### src/rtl/note_scheduler.sv
// Beat-driven note sequencer: divides the clock into beats, maps LFSR samples to
// lanes under a max-repeat rule, and queues notes for the sprite spawner.
module note_scheduler #(
    parameter int unsigned BEAT_DIV   = 12_500_000,
    parameter int unsigned FIFO_DEPTH = 4,
    parameter int unsigned MAX_REPEAT = 2
) (
    input  logic        Clk,
    input  logic        RESET,
    input  logic        start,
    input  logic        pause,
    input  logic        stop,
    input  logic [2:0]  rnd,
    output logic        beat,
    output logic        spawn_valid,
    output logic [4:0]  spawn_lane,
    input  logic        spawn_ready,
    output logic        overflow,
    output logic [15:0] notes_spawned,
    output logic [1:0]  state
);

    localparam int unsigned CW = (BEAT_DIV > 1) ? $clog2(BEAT_DIV) : 1;
    localparam int unsigned AW = $clog2(FIFO_DEPTH);
    localparam int unsigned RW = $clog2(MAX_REPEAT + 1);
    localparam logic [2:0]  LANE_NONE = 3'd7;

    typedef enum logic [1:0] {
        IDLE   = 2'd0,
        RUN    = 2'd1,
        PAUSED = 2'd2
    } state_t;

    state_t        st, st_next;
    logic [CW-1:0] cnt, cnt_next;
    logic          beat_next;
    logic [2:0]    last_lane, last_next, lane_sel;
    logic [RW-1:0] rep, rep_next;
    logic          push, clear_stats;

    logic [4:0]    mem [FIFO_DEPTH];
    logic [AW:0]   wr_ptr, rd_ptr;
    logic          full, pop, wr_en, drop;

    assign state       = st;
    assign spawn_valid = (wr_ptr != rd_ptr);
    assign spawn_lane  = spawn_valid ? mem[rd_ptr[AW-1:0]] : 5'd0;
    assign full        = ((wr_ptr - rd_ptr) == (AW+1)'(FIFO_DEPTH));
    assign pop         = spawn_valid && spawn_ready;
    assign wr_en       = push && (!full || pop);
    assign drop        = push && full && !pop;

    // Next state, beat phase and lane selection with repeat limiting
    always_comb begin
        st_next     = st;
        cnt_next    = cnt;
        beat_next   = 1'b0;
        push        = 1'b0;
        lane_sel    = 3'd0;
        last_next   = last_lane;
        rep_next    = rep;
        clear_stats = 1'b0;

        case (st)
            IDLE:    if (!stop && !pause && start) begin
                         st_next     = RUN;
                         clear_stats = 1'b1;
                     end
            RUN:     if (stop)        st_next = IDLE;
                     else if (pause)  st_next = PAUSED;
            PAUSED:  if (stop)        st_next = IDLE;
                     else if (!pause) st_next = RUN;
            default: st_next = IDLE;
        endcase

        // A beat already on the output completes even if pause arrives with it
        if (st_next == IDLE)
            cnt_next = '0;
        else if (st == RUN && (!pause || beat))
            cnt_next = (cnt == CW'(BEAT_DIV - 1)) ? '0 : cnt + CW'(1);
        beat_next = (st_next == RUN) && (cnt_next == CW'(BEAT_DIV - 1));

        if (beat && !stop && rnd < 3'd5) begin
            push     = 1'b1;
            lane_sel = rnd;
            if (rnd == last_lane && rep == RW'(MAX_REPEAT)) begin
                lane_sel = (rnd == 3'd4) ? 3'd0 : rnd + 3'd1;
                rep_next = RW'(1);
            end else begin
                rep_next = (rnd == last_lane) ? rep + RW'(1) : RW'(1);
            end
            last_next = lane_sel;
        end

        if (st_next == IDLE) begin
            last_next = LANE_NONE;
            rep_next  = '0;
        end
    end

    always_ff @(posedge Clk or posedge RESET) begin
        if (RESET) begin
            st            <= IDLE;
            cnt           <= '0;
            beat          <= 1'b0;
            last_lane     <= LANE_NONE;
            rep           <= '0;
            wr_ptr        <= '0;
            rd_ptr        <= '0;
            overflow      <= 1'b0;
            notes_spawned <= '0;
            for (int i = 0; i < int'(FIFO_DEPTH); i++) mem[i] <= '0;
        end else begin
            st        <= st_next;
            cnt       <= cnt_next;
            beat      <= beat_next;
            last_lane <= last_next;
            rep       <= rep_next;

            if (stop) begin
                wr_ptr <= '0;
                rd_ptr <= '0;
            end else begin
                if (wr_en) begin
                    mem[wr_ptr[AW-1:0]] <= 5'b00001 << lane_sel;
                    wr_ptr              <= wr_ptr + (AW+1)'(1);
                end
                if (pop) rd_ptr <= rd_ptr + (AW+1)'(1);
            end

            if (clear_stats)  overflow <= 1'b0;
            else if (drop)    overflow <= 1'b1;

            if (clear_stats)
                notes_spawned <= '0;
            else if (pop && notes_spawned != 16'hFFFF)
                notes_spawned <= notes_spawned + 16'd1;
        end
    end

endmodule

### config.mk
export PLATFORM = sky130hd
export DESIGN_NAME = note_scheduler
export DESIGN_NICKNAME = d
export VERILOG_FILES = /design/src/rtl/note_scheduler.sv
export SDC_FILE = /design/constraint.sdc
export NUM_CORES = 1
export LEC_CHECK = 0
export BUFFER_PORTS_ARGS = -buffer_cell sky130_fd_sc_hd__buf_2
export CORE_MARGIN = 4
export CORE_UTILIZATION = 60
export DETAILED_ROUTE_END_ITERATION = 6
export HOLD_SLACK_MARGIN = 0.1
export PLACE_DENSITY = 0.81
export SYNTH_ARGS = -nofsm -noshare
export SYNTH_HDL_FRONTEND = slang
export SYNTH_SLANG_ARGS = --single-unit
### constraint.sdc
create_clock -name Clk -period 3.4 [get_ports Clk]
set_input_delay 0.34 -clock Clk [delete_from_list [all_inputs] [get_ports Clk]]
set_output_delay 0.34 -clock Clk [all_outputs]
set_load 0.03 [all_outputs]
Word level (Yosys, flattened, before mapping)

Index checks and enable logic that the tools add are counted.
W data, S select, Z words.

Bits in registers: 75
Output and inout port bits: 26
Logic and storage cells: 102
Input bits: 9

$lt $le $gt $ge: 4
Reduce and logical (&&, ||, !) cells: 27
Bitwise logic cells: 3
Equal/unequal tests: 11
Multiplexer cells: 36
Shift-type cells: 1
Add/subtract/negate cells: 7

Operators by type and width:

| operator                | number |
|---|---|
| $mux W24                | 3 |
| $eq A24 B24 Y1 const B  | 2 |
| $mux W16                | 2 |
| $mux W3                 | 9 |
| $add A24 B1 Y24 const B | 1 |
| $bwmux W20              | 1 |
| $mux W5                 | 4 |
| $mux W2                 | 9 |
| $add A16 B1 Y16 const B | 1 |
| $ne A16 B16 Y1 const B  | 1 |
| $logic_and A1 B1 Y1     | 13 |
| $bmux W5 S2             | 1 |
| $demux W5 S2            | 1 |
| $reduce_bool A2 Y1      | 5 |
| $add A3 B1 Y3 const B   | 3 |
| $eq A3 B3 Y1 const B    | 2 |
| $ge A3 B3 Y1 const B    | 2 |
| $not A2 Y3              | 2 |
| $pmux W2 S3             | 1 |
| $mux W1                 | 5 |
| $shl A1 B3 Y5 const A   | 1 |
| $eq A2 B1 Y1 const B    | 2 |
| $eq A2 B2 Y1 const B    | 2 |
| $logic_not A1 Y1        | 4 |
| 10 further kinds        | 12 |

Longest topological paths before layout

Depth after elaboration: 9
Depth in mapped cells: 10
Gate-level depth less buffers: 9

Worst setup path after synthesis

OpenSTA, ideal clock, no wires.

Kind: flip-flop to flip-flop
Start point: register st[1] (netlist: state[1])
End point: register beat
Slack: 0.833 ns
Buffers on the path: 1
Required time: 3.304 ns
Arrival: 2.471 ns
Stages on the path, launching flop included: 9
Clock period less this slack: 2.567 ns
Library setup time: 0.096 ns
Cell sequence: dfrtp_1 buf_2 nand2b_4 nor4_2 nand2_1 nor3_1 xnor2_1 or4_2 nor4_2

Cells in the longest elaborated chain, start to end: 7
Elaborated cells between the ends (all ways): 16
Classes of those cells: eq/ne: 4; mux: 8; reduce/logical: 4

RTL lines:

| element                    | line   | source |
|---|---|---|
| from (decl)                | 34     | `state_t st, st_next;` |
| from (signal assigned)     | 114    | `st <= st_next;` |
| $mux W2 (on tied branches) | 72, 70 |  |
| $mux W2 (on tied branches) | 71, 69 |  |
| $pmux W2 S3                | 64     | `case (st)` |
| $logic_not A2 Y1           | 77     | `if (st_next == IDLE)` |
| $mux W24                   | 77     |  |
| $eq A24 B24 Y1             | 81     | `beat_next = (st_next == RUN) && (cnt_next == CW'(BEAT_DIV - 1));` |
| $logic_and A1 B1 Y1 (*)    | 81     |  |
| via beat_next              | 36     | `logic beat_next;` |
| to (signal assigned)       | 116    | `beat <= beat_next;` |
| to (decl)                  | 14     | `output logic beat,` |

Mark *: on every way through the listed nets, which the timed path passes. The rest lies on a longest branch.
A chain may end at the register's enable or synchronous reset.

Worst setup path in the final report

Start point: register cnt[0]
End point: register beat

Cells in the longest elaborated chain, start to end: 6
Elaborated cells between the ends (all ways): 7
Classes of those cells: add/sub: 1; eq/ne: 2; mux: 3; reduce/logical: 1

RTL lines:

| element                                                  | line | source |
|---|---|---|
| from (decl)                                              | 35   | `logic [CW-1:0] cnt, cnt_next;` |
| from (signal assigned)                                   | 115  | `cnt <= cnt_next;` |
| $add A24 B1 Y24 / $eq A24 B24 Y1 (equally long branches) | 80   | `cnt_next = (cnt == CW'(BEAT_DIV - 1)) ? '0 : cnt + CW'(1);` |
| $mux W24                                                 | 80   |  |
| $mux W24 (*)                                             | 79   | `else if (st == RUN && (!pause \|\| beat))` |
| $mux W24 (*)                                             | 77   |  |
| $eq A24 B24 Y1 (*)                                       | 81   |  |
| $logic_and A1 B1 Y1 (*)                                  | 81   |  |
| via beat_next                                            | 36   |  |

Marks and branches as above.

==> qor.txt <==
Post-CTS setup buffers: 0
Buffers and inverters on the worst path: 0
Worst-Skew Late Latency: 0.35 ns
Total gr overflow: 0
Worst VDD drop: 0.318 mV
Post-cts resize count: 0
FMAX: 360 MHz
Async SR Flop Fraction: 100%
RD Place Congestion: 1.00
IO Port Bufs: 34
Hold Buf Count CTS: 0
Residual DRC: 0
Core area: 6790 um^2
Clock transition at path regs: 0.09 ns
Site row count: 30
Final setup viols: 0
Critical Path RT: 3.64 ns
Root buf cell: clkbuf_8
Final wirelength: 8940 um
TritonRoute pass-1 iters: 5
Startpoint types: flop
Synthesized cell area: 4180 um^2
Post-synth cell types: 57
Commonest non-fill, non-tap cell in the layout: dfrtp_1
Overall die width: 91.5 um
Post-synth top flop: dfrtp_1
Total Routing Usage GR: 23.1%
Slew headroom: 29.0%
Final Max Slew Viols: 0
Post-Synthesis Net Count: 448
Initial antenna violation count: 0
Register area share after synthesis: 45.0%
Crit-path cells: ha_1, nand4_1, nor3_1, nand3_1, nor2_1, xnor2_1, or4_2, nor4_2
Setup crit end kind: flop
Final nets: 484
WP data arrival: 3.02 ns
DRT iter0 DRCs: 152
Outcome: finished clean
Drt wl/cell: 15.9 um
Fin. Hold Viols: 0
Inserted Clock Buffers: 9
Largest net degree at the start of global routing: 40
P&R area growth vs syn: 12.4%
Post-synthesis register bit count: 75
Ant. Diodes: 0
Vias in the first global route: 3333
CP Max Fanout: 7
CTS tree: done
Final Cell Area: 4700 um^2
HP Class: primary input to async pin
Worst Skew: 0.0119 ns
Vias after detailed routing: 3334
First-pass GRT wire length: 15600 um
Clock tree sinks: 75
DPL Wire Length: 6430 um
Unrepaired setup endpoints after global routing: false
Hold Slack: 0.150 ns
Max Cap Viol: 0
Post-DP Area: 4460 um^2
Total Power: 0.00179 W
Fraction of layout cells with a size suffix above 1: 20.3%
Synth Area per Inst: 9.80 um^2
Actual slew at the worst max-slew pin: 1.06 ns
Number of synthesized flops with an enable pin: 0
CP peak stage delay: 0.63 ns
Crit path max-delay family: simple AND/OR/NAND/NOR gates
Clk buf depth: 2
Final period util: 81.6%
Commonest cells after routing, fill and taps aside: dfrtp_1 (72), nor2_1 (66), nand2_1 (34), buf_2 (34), xnor2_1 (23)
Full die area: 8370 um^2
H-tree levels: 3
Post-layout min period: 2.78 ns
Post-route setup TNS: 0 ns
CP max stage cell: or4_2
Pleak: 2.05 nW
Warning count from the yosys run: 0
Via-to-Cell Ratio: 5.91
Die height: 91.5 um
Mapped Cells: 427
# IOs: 35
Crit path kind: flop to flop
Initial core utilization: 61.6%
DRT antenna net count: 0
Pwr dens: 381 nW/um^2
## final timing paths
check	end	slack [ns]	from	cells after the start
max	beat$_DFF_PP0_	0.62	cnt[0]$_DFF_PP0_	8
min	mem[18]$_DFFE_PP0P_	0.15	RESET	2
max reg2reg	beat$_DFF_PP0_	0.62	cnt[0]$_DFF_PP0_	8
min reg2reg	mem[13]$_DFFE_PP0P_	0.49	mem[13]$_DFFE_PP0P_	2
max in group asynchronous	state[0]$_DFF_PP0_	2.57	RESET	3
min in group Clk	state[0]$_DFF_PP0_	0.30	pause	2
## metrics by stage
step           instances  util (%)  setup WS [ns]
6_report             564      69.2          0.624
5_1_grt              564      69.2          0.403
4_1_cts              564      69.2          0.703
3_5_place_dp         548      65.7          0.748
3_3_place_gp         548      65.7          0.848
2_1_floorplan        427         -          0.833
## worst reg2reg max path: cells and delay by family, from the launching register on
family	cells	cell delay, ns
XOR/XNOR	1	0.11
adder cells (fa/ha/maj)	1	0.23
AND/OR/NAND/NOR	6	1.89
flip-flops	1	0.46
## Yosys cell counts, drive strengths merged, types with 2 or more instances
library cell  number  share of area, %
mux2i              3              0.72
mux4               5               2.7
nor2              66               5.9
or3b               2              0.42
and2               5              0.75
o22ai              2              0.30
nor4               8               1.9
o31ai              3              0.66
a21oi             15               1.8
a22o               4              0.84
a31oi              2              0.30
mux2              12               3.2
nand2             34               3.1
and4               6               1.3
dfstp              3               1.9
a211o              4              0.84
xnor2             23               4.8
nand3             20               2.6
clkbuf            10              0.99
nor3              11               1.3
a31o               3              0.63
nand4             12               1.8
nor2b              4              0.60
ha                12               3.6
or4                3              0.60
dfrtp             72                43
inv               14               1.3
o21ai             16               1.9
nand2b             3              0.63
xor2              19               4.0
or3                9               1.5
buf                2              0.24
nor3b              5              0.90
## per-layer routing
layer  track usage [%]  routed length (um)  vias to the layer above
li1                  -                   -                     1585
met4              9.05                 214                        0
met3              4.39                 437                       23
met1              30.6                3940                     1623
met5                 0                   0                        -
met2              37.4                4350                      103
## power breakdown
group / leakage [nW] / total (W) / internal [W] / switching, W
Sequential: 1.04 / 0.000897 / 0.000893 / 0.00000390
Clock: 0.121 / 0.000826 / 0.000491 / 0.000335
Combinational: 0.894 / 0.0000667 / 0.0000176 / 0.0000492
## area by class of cell
type / instances / area, um^2
clock buffer: 10 / 128
multi-input combinational: 326 / 2200
tap: 96 / 120
timing repair buffer: 37 / 205
clock inverter: 6 / 113
sequential: 75 / 1880
inverter: 14 / 52.6
fill: 497 / 2090
## state kept, by name (all words and copies together), names as in the netlist
signal         flops
beat               1
cnt               24
last_lane          3
mem               20
notes_spawned     16
overflow           1
rd_ptr             3
rep                2
state              2
wr_ptr             3
## cell families after synthesis
logic type | after synthesis | share of synthesized area [%]
AOI/OAI and AO/OA | 56 | 8.59
xor gates and xnor gates | 42 | 8.79
adders and majority gates | 12 | 3.59
buffers and inverters | 26 | 2.48
DFF | 75 | 45.0
muxes | 20 | 6.64
and+or+nand+nor | 196 | 24.9
No activity file was read; power rests on OpenSTA's default activity.
